`src/rtl/led_seq_pkg.sv`:
```
// led_seq_pkg: CSR word addresses, CTRL/STATUS bit positions and FSM states for led_pattern_sequencer
package led_seq_pkg;
  localparam logic [2:0] ADDR_CTRL   = 3'd0;
  localparam logic [2:0] ADDR_STATUS = 3'd1;
  localparam logic [2:0] ADDR_PERIOD = 3'd2;
  localparam logic [2:0] ADDR_PATWR  = 3'd3;
  localparam logic [2:0] ADDR_LENGTH = 3'd4;
  localparam logic [2:0] ADDR_PTRRST = 3'd5;
  localparam int CTRL_RUN    = 0;
  localparam int CTRL_LOOP   = 1;
  localparam int CTRL_IRQ_EN = 2;
  localparam int STAT_BUSY   = 0;
  localparam int STAT_DONE   = 1;
  typedef enum logic [1:0] {IDLE, ISSUE, HOLD} state_t;
endpackage

```
`src/rtl/led_seq_patmem.sv`:
```
// led_seq_patmem: DEPTH x LED_W pattern store, one synchronous write port, one asynchronous read port
module led_seq_patmem #(
  parameter int DEPTH = 16,
  parameter int LED_W = 9,
  parameter int AW    = $clog2(DEPTH)
) (
  input  logic             clk,
  input  logic             we,
  input  logic [AW-1:0]    waddr,
  input  logic [LED_W-1:0] wdata,
  input  logic [AW-1:0]    raddr,
  output logic [LED_W-1:0] rdata
);
  logic [LED_W-1:0] mem [DEPTH];
  always_ff @(posedge clk)
    if (we) mem[waddr] <= wdata;
  assign rdata = mem[raddr];
endmodule

```
`src/rtl/led_pattern_sequencer.sv`:
```
// led_pattern_sequencer: CSR-loaded LED pattern player replaying timed Avalon-MM writes to the PIO.
// Defining LED_PATTERN_SEQUENCER_IRQ_EN adds the irq output and the CTRL irq-enable bit.
module led_pattern_sequencer
  import led_seq_pkg::*;
#(
  parameter int DEPTH = 16,
  parameter int LED_W = 9,
  parameter int PER_W = 24
) (
  input  logic        clk,
  input  logic        reset_n,
  input  logic [2:0]  address,
  input  logic        chipselect,
  input  logic        write_n,
  input  logic [31:0] writedata,
  output logic [31:0] readdata,
  output logic [1:0]  avm_address,
  output logic        avm_write,
  output logic [31:0] avm_writedata,
  input  logic        avm_waitrequest
`ifdef LED_PATTERN_SEQUENCER_IRQ_EN
  ,
  output logic        irq
`endif
);
  localparam int AW = $clog2(DEPTH);
  localparam int LW = AW + 1;
  state_t state, state_d;
  logic run, loop, irq_en, done;
  logic [PER_W-1:0] period, per_eff, cnt;
  logic [LW-1:0] len;
  logic [AW-1:0] wr_ptr, step, step_d;
  logic [LED_W-1:0] pat, mem_rd;
  logic [31:0] ctrl_rd, stat_rd;
  logic wr, ctrl_wr, start, stop, last, tick, fin;
  assign wr      = chipselect && !write_n;
  assign ctrl_wr = wr && address == ADDR_CTRL;
  assign start   = ctrl_wr && writedata[CTRL_RUN];
  // a RUN=0 write in the same cycle counts as a stop request immediately
  assign stop    = ctrl_wr ? !writedata[CTRL_RUN] : !run;
  assign last    = {1'b0, step} == len - LW'(1);
  assign tick    = cnt == PER_W'(1);
  assign fin     = state == HOLD && !stop && tick && last && !loop;
  assign per_eff = period == '0 ? PER_W'(1) : period;
  led_seq_patmem #(.DEPTH(DEPTH), .LED_W(LED_W), .AW(AW)) u_mem (
    .clk   (clk),
    .we    (wr && address == ADDR_PATWR),
    .waddr (wr_ptr),
    .wdata (writedata[LED_W-1:0]),
    .raddr (step_d),
    .rdata (mem_rd)
  );
  always_ff @(posedge clk or negedge reset_n)
    if (!reset_n) state <= IDLE;
    else state <= state_d;
  always_comb begin
    state_d = state;
    step_d  = step;
    case (state)
      IDLE:  if (start) begin
        state_d = ISSUE;
        step_d  = '0;
      end
      ISSUE: if (!avm_waitrequest) state_d = stop ? IDLE : HOLD;
      HOLD:  if (stop) state_d = IDLE;
      else if (tick) begin
        state_d = fin ? IDLE : ISSUE;
        step_d  = last ? '0 : step + AW'(1);
      end
      default: state_d = IDLE;
    endcase
  end
  always_comb begin
    avm_address   = '0;
    avm_write     = state == ISSUE;
    avm_writedata = avm_write ? 32'(pat) : '0;
  end
  always_ff @(posedge clk or negedge reset_n)
    if (!reset_n) begin
      run    <= 1'b0;
      loop   <= 1'b0;
      done   <= 1'b0;
      period <= PER_W'(1);
      len    <= LW'(1);
      wr_ptr <= '0;
      step   <= '0;
      cnt    <= '0;
      pat    <= '0;
    end else begin
      run    <= fin ? 1'b0 : ctrl_wr ? writedata[CTRL_RUN] : run;
      loop   <= ctrl_wr ? writedata[CTRL_LOOP] : loop;
      done   <= fin || (done && !(wr && address == ADDR_STATUS));
      period <= wr && address == ADDR_PERIOD ? writedata[PER_W-1:0] : period;
      if (wr && address == ADDR_LENGTH)
        len <= writedata == '0 ? LW'(1) : writedata > 32'(DEPTH) ? LW'(DEPTH) : writedata[LW-1:0];
      wr_ptr <= wr && address == ADDR_PATWR ? wr_ptr + AW'(1) : wr && address == ADDR_PTRRST ? '0 : wr_ptr;
      step   <= step_d;
      // reloading through the whole ISSUE keeps PERIOD live up to acceptance
      cnt    <= state == ISSUE ? per_eff : cnt - PER_W'(1);
      // latching on ISSUE entry keeps the master data stable under waitrequest
      if (state_d == ISSUE && state != ISSUE) pat <= mem_rd;
    end
`ifdef LED_PATTERN_SEQUENCER_IRQ_EN
  always_ff @(posedge clk or negedge reset_n)
    if (!reset_n) irq_en <= 1'b0;
    else irq_en <= ctrl_wr ? writedata[CTRL_IRQ_EN] : irq_en;
  assign irq = done && irq_en;
`else
  assign irq_en = 1'b0;
`endif
  always_comb begin
    ctrl_rd              = '0;
    ctrl_rd[CTRL_RUN]    = run;
    ctrl_rd[CTRL_LOOP]   = loop;
    ctrl_rd[CTRL_IRQ_EN] = irq_en;
    stat_rd              = '0;
    stat_rd[STAT_BUSY]   = state != IDLE;
    stat_rd[STAT_DONE]   = done;
    stat_rd[15:8]        = 8'(step);
    readdata = address == ADDR_CTRL   ? ctrl_rd :
               address == ADDR_STATUS ? stat_rd :
               address == ADDR_PERIOD ? 32'(period) :
               address == ADDR_PATWR  ? 32'(wr_ptr) :
               address == ADDR_LENGTH ? 32'(len) : '0;
  end
endmodule

```
`config.mk`:
```
export PLATFORM = sky130hd
export DESIGN_NAME = led_pattern_sequencer
export DESIGN_NICKNAME = d
export VERILOG_FILES = /design/src/rtl/led_seq_pkg.sv /design/src/rtl/led_seq_patmem.sv /design/src/rtl/led_pattern_sequencer.sv
export SDC_FILE = /design/constraint.sdc
export NUM_CORES = 1
export LEC_CHECK = 0
export ABC_AREA = 1
export BUFFER_PORTS_ARGS = -buffer_cell sky130_fd_sc_hd__buf_2
export CAP_MARGIN = 10
export CELL_PAD_IN_SITES_DETAIL_PLACEMENT = 1
export CELL_PAD_IN_SITES_GLOBAL_PLACEMENT = 1
export CORE_AREA = 2 2 166 168
export CTS_CLUSTER_DIAMETER = 80
export CTS_CLUSTER_SIZE = 24
export DETAILED_ROUTE_END_ITERATION = 10
export DIE_AREA = 0 0 168 170
export GPL_ROUTABILITY_DRIVEN = 0
export PLACE_DENSITY_LB_ADDON = 0.1
export SLEW_MARGIN = 15
export SYNTH_ARGS = -nofsm -noshare
export SYNTH_HDL_FRONTEND = slang
export SYNTH_SLANG_ARGS = --single-unit
```
`constraint.sdc`:
```
create_clock -name clk -period 3 [get_ports clk]
set_input_delay 0.45 -clock clk [delete_from_list [all_inputs] [get_ports clk]]
set_output_delay 0.45 -clock clk [all_outputs]
set_load 0.005 [all_outputs]
```
==> impl_metrics.toml <==
[worst_setup_path]
cp-end-kind = "flip-flop"
endpoint = "pat[8]"
cp.arrival_ps = 3130
timing.reg2reg.setup_slack_ps = 250
worst_r2r_path_depth = 17
worstSetupPathType = "flip-flop to flip-flop"
sort_of_element_at_the_start_of_the_critical_path = "flip-flop"
crit-reg2reg-launch = "len[0]"
critical_path.reg2reg.endpoint = "pat[8]"
critical_path_peak_fanout = 25
crit_start = "len[0]"
cp.required_ps = 3380

[clocking]
clock_tree_root_driver_cell = "sky130_fd_sc_hd__clkbuf_16"
cts_max_path_buffers = 3
cts_tree = "yes"
path_clk_slew_ps = 90
tritoncts.num_buffers = 14
clock_insertion_delay_worst_skew_ps = 490
htree_num_levels = 1
total_clock_sinks = 219

[die]
floorplan.die.height_um = 170
floorplan.die.width_um = 168
boundaryPins = 107
row_count = 60
floorplan.initialDensity_pct = 39.6
core_region_area_um2 = 26700
design.die.area_um2 = 28600

[sta]
fmaxAchievable_mhz = 364
timing_max_transition_violations_final = 0
period_needed_ps = 2750
final-setup-viol-count = 0
final.setup.tns_ps = 0
final_min_period_over_clock_period_pct = 91.6
fin_skew_ps = 9.93
rsz0062_at_grt = "no"
slew-limit-headroom_pct = 59.0
hold_vio_cnt_final = 0
worstMarginPinSlew_ps = 609

[power]
worst_ir_drop_vdd_mv = 0.350
power.share.sequential_pct = 48.5
power.total_mw = 7.83
internal_power_mw = 5.17
static-leakage-power_nw = 4.87
power_switching_mw = 2.65
sw_frac_of_total_pct = 33.9
comb_power_share_pct = 24.2
clock_power_share_pct = 27.3
pwr_density_cell_nw_per_um2 = 661

[status]
outcome = "finished, final reports clean"

[global_routing]
grt_pass1_wl_um = 51700
first_global_vias = 8379
track_usage_pct = 23.9
grt_start_max_net_pins = 76
antenna_found_initial = 0
globalRoute.totalOverflow = 0

[routing]
vias_after_detailed_routing = 8337
ant_nets = 0
drt-pass1-iter-count = 5
route.detailed.drc = 0
drt_first_iter_violations = 611
average_vias_per_placed_instance = 5.47
totalWireLength_um = 33800
detail_route.wl_per_cell_um = 22.2

[yosys]
netlist_top_cells_area = "sky130_fd_sc_hd__edfxtp_1 (41%), sky130_fd_sc_hd__dfrtp_1 (17%), sky130_fd_sc_hd__nand3_1 (7.5%), sky130_fd_sc_hd__nand2_1 (7.0%), sky130_fd_sc_hd__nand4_1 (4.9%)"
synth.ff_latch_count = 219
postSynthCellCount = 1090
synth.yosys.warnings = 0
yosys.cell_types.count = 42
post_synth_instance_area_um2 = 10500
synth.yosys.seq_area_share_pct = 58.8
synth_largest_type_area_fraction_pct = 41.0
synth.avg_cell_area_um2 = 9.67
synth_top_cell_by_area = "sky130_fd_sc_hd__edfxtp_1"

[place]
dp.final_hpwl_um = 23200
port-buffer-count = 73

[layout]
area.growth.synth_to_final_pct = 12.4
share_of_cells_above_drive_strength_1_pct = 14.5
finish.net_count = 1222
antenna-diode-count = 0

[worst_hold_path]
timing.hold.worst.class = "input pin to flip-flop"

[job]
drv.max_cap_violation_count = 0
==> cell usage after synthesis, drive strengths merged <==
library cell / count
nand2: 201
nand3: 164
edfxtp: 144
nor2: 116
inv: 89
nand4: 82
dfrtp: 73
buf: 58
o21ai: 37
a21oi: 26
clkbuf: 24
nor3: 12
nor4: 12
o22ai: 10
ha: 8
xor2: 8
a31oi: 6
clkinv: 3
o221ai: 3
a21boi: 2
dfstp: 2
nand3b: 2
a22oi: 1
conb: 1
o2111a: 1
o211ai: 1
o21a: 1
o31ai: 1
or2: 1
xnor2: 1
==> registers in the layout (all words and copies together) (netlist names) <==
register,cells
run,1
pat,9
step,4
len,5
loop,1
period,24
cnt,24
wr_ptr,4
state,2
done,1
u_mem.mem,144
==> power groups by stage <==
| stage | Combinational (mW) | Clock, mW | Sequential, mW |
|---|---|---|---|
| 2_1_floorplan | 1.30 | 0 | 3.76 |
| 3_3_place_gp | 1.87 | 0 | 3.86 |
| 3_5_place_dp | 1.89 | 0 | 3.86 |
| 4_1_cts | 1.90 | 2.20 | 3.80 |
| 5_1_grt | 2.12 | 2.28 | 3.84 |
| 6_report | 1.89 | 2.14 | 3.80 |
==> cell type report <==
type                    count  area [um^2]
fillers                  3028        14800
flip-flops and latches    219         6200
multi-input cells         729         3610
repair buffers            118          783
well taps                 341          427
clock buffers              18          387
inverters                  92          350
clock inverters             6         83.8
==> critical path, cell delays in order (launching register included) <==
cell	delay, ps
sky130_fd_sc_hd__dfstp_2	550
sky130_fd_sc_hd__inv_1	90
sky130_fd_sc_hd__ha_1	320
sky130_fd_sc_hd__nand2_1	60
sky130_fd_sc_hd__inv_1	40
sky130_fd_sc_hd__nor2_1	90
sky130_fd_sc_hd__nand3_1	90
sky130_fd_sc_hd__nor2_1	130
sky130_fd_sc_hd__nand2_1	90
sky130_fd_sc_hd__nand2_1	90
sky130_fd_sc_hd__nand2_2	110
sky130_fd_sc_hd__buf_4	260
sky130_fd_sc_hd__nand4_1	110
sky130_fd_sc_hd__nand3_1	200
sky130_fd_sc_hd__nand3_1	170
sky130_fd_sc_hd__nand3_1	100
sky130_fd_sc_hd__nand3_1	90
sky130_fd_sc_hd__nand2_1	50
==> through the flow <==
step	area, um^2	worst slack (ps)	util, %	instances	hold slack, ps
2_1_floorplan	10700	773	-	1122	154
3_3_place_gp	11400	233	42.6	1498	472
3_5_place_dp	11400	233	42.6	1498	468
4_1_cts	11800	176	44.4	1523	213
5_1_grt	11800	25.1	44.4	1523	228
6_report	11800	251	44.4	1523	234
==> worst min path at each step <==
| stage | start | end | slack (ps) | depth (start not counted) |
|---|---|---|---|---|
| 2_1_floorplan | reset_n | cnt[0] | 150 | 0 |
| 3_3_place_gp | cnt[0] | cnt[0] | 470 | 1 |
| 3_5_place_dp | pat[5] | pat[5] | 470 | 2 |
| 4_1_cts | writedata[13] | period[13] | 210 | 3 |
| 5_1_grt | writedata[9] | period[9] | 230 | 3 |
| 6_report | writedata[13] | period[13] | 230 | 3 |
==> logic make-up after synthesis <==
kind of cell | after synthesis | synth area share (%)
xor+xnor | 9 | 0.748
fa+ha+maj | 8 | 0.950
flops | 219 | 58.8
simple gates | 590 | 26.5
compound gates | 89 | 4.83
other cells | 1 | 0.0356
buf+inv | 174 | 8.05
==> metal layers <==
metal,share of wire [%],global-route usage (%),vias up
met5,0,0,-
met2,45,37.4,200
met3,5.2,3.88,33
met1,49,35.6,4207
li1,-,-,3897
met4,1.4,4.01,0
==> repair_timing <==
| item | CTS | global route |
|---|---|---|
| setup endpoints to repair | 0 | 1 |
| hold endpoints to repair | 5 | 0 |
| buffers inserted | 0 | 0 |
| gates resized for setup | 0 | 1 |
| hold buffers | 1 | 0 |
==> placed cells by master, fill, tap and decap left out, drive strengths merged, types with 6 or more instances in the layout <==
master	n
inv	92
nor3	12
edfxtp	144
nor4	12
xor2	8
o22ai	10
a31oi	6
buf	117
nand4	82
nand2	201
a21oi	26
nor2	116
conb	33
nand3	164
dfrtp	73
o21ai	37
ha	8
clkbuf	18
Power figures use the tool's default switching activity.
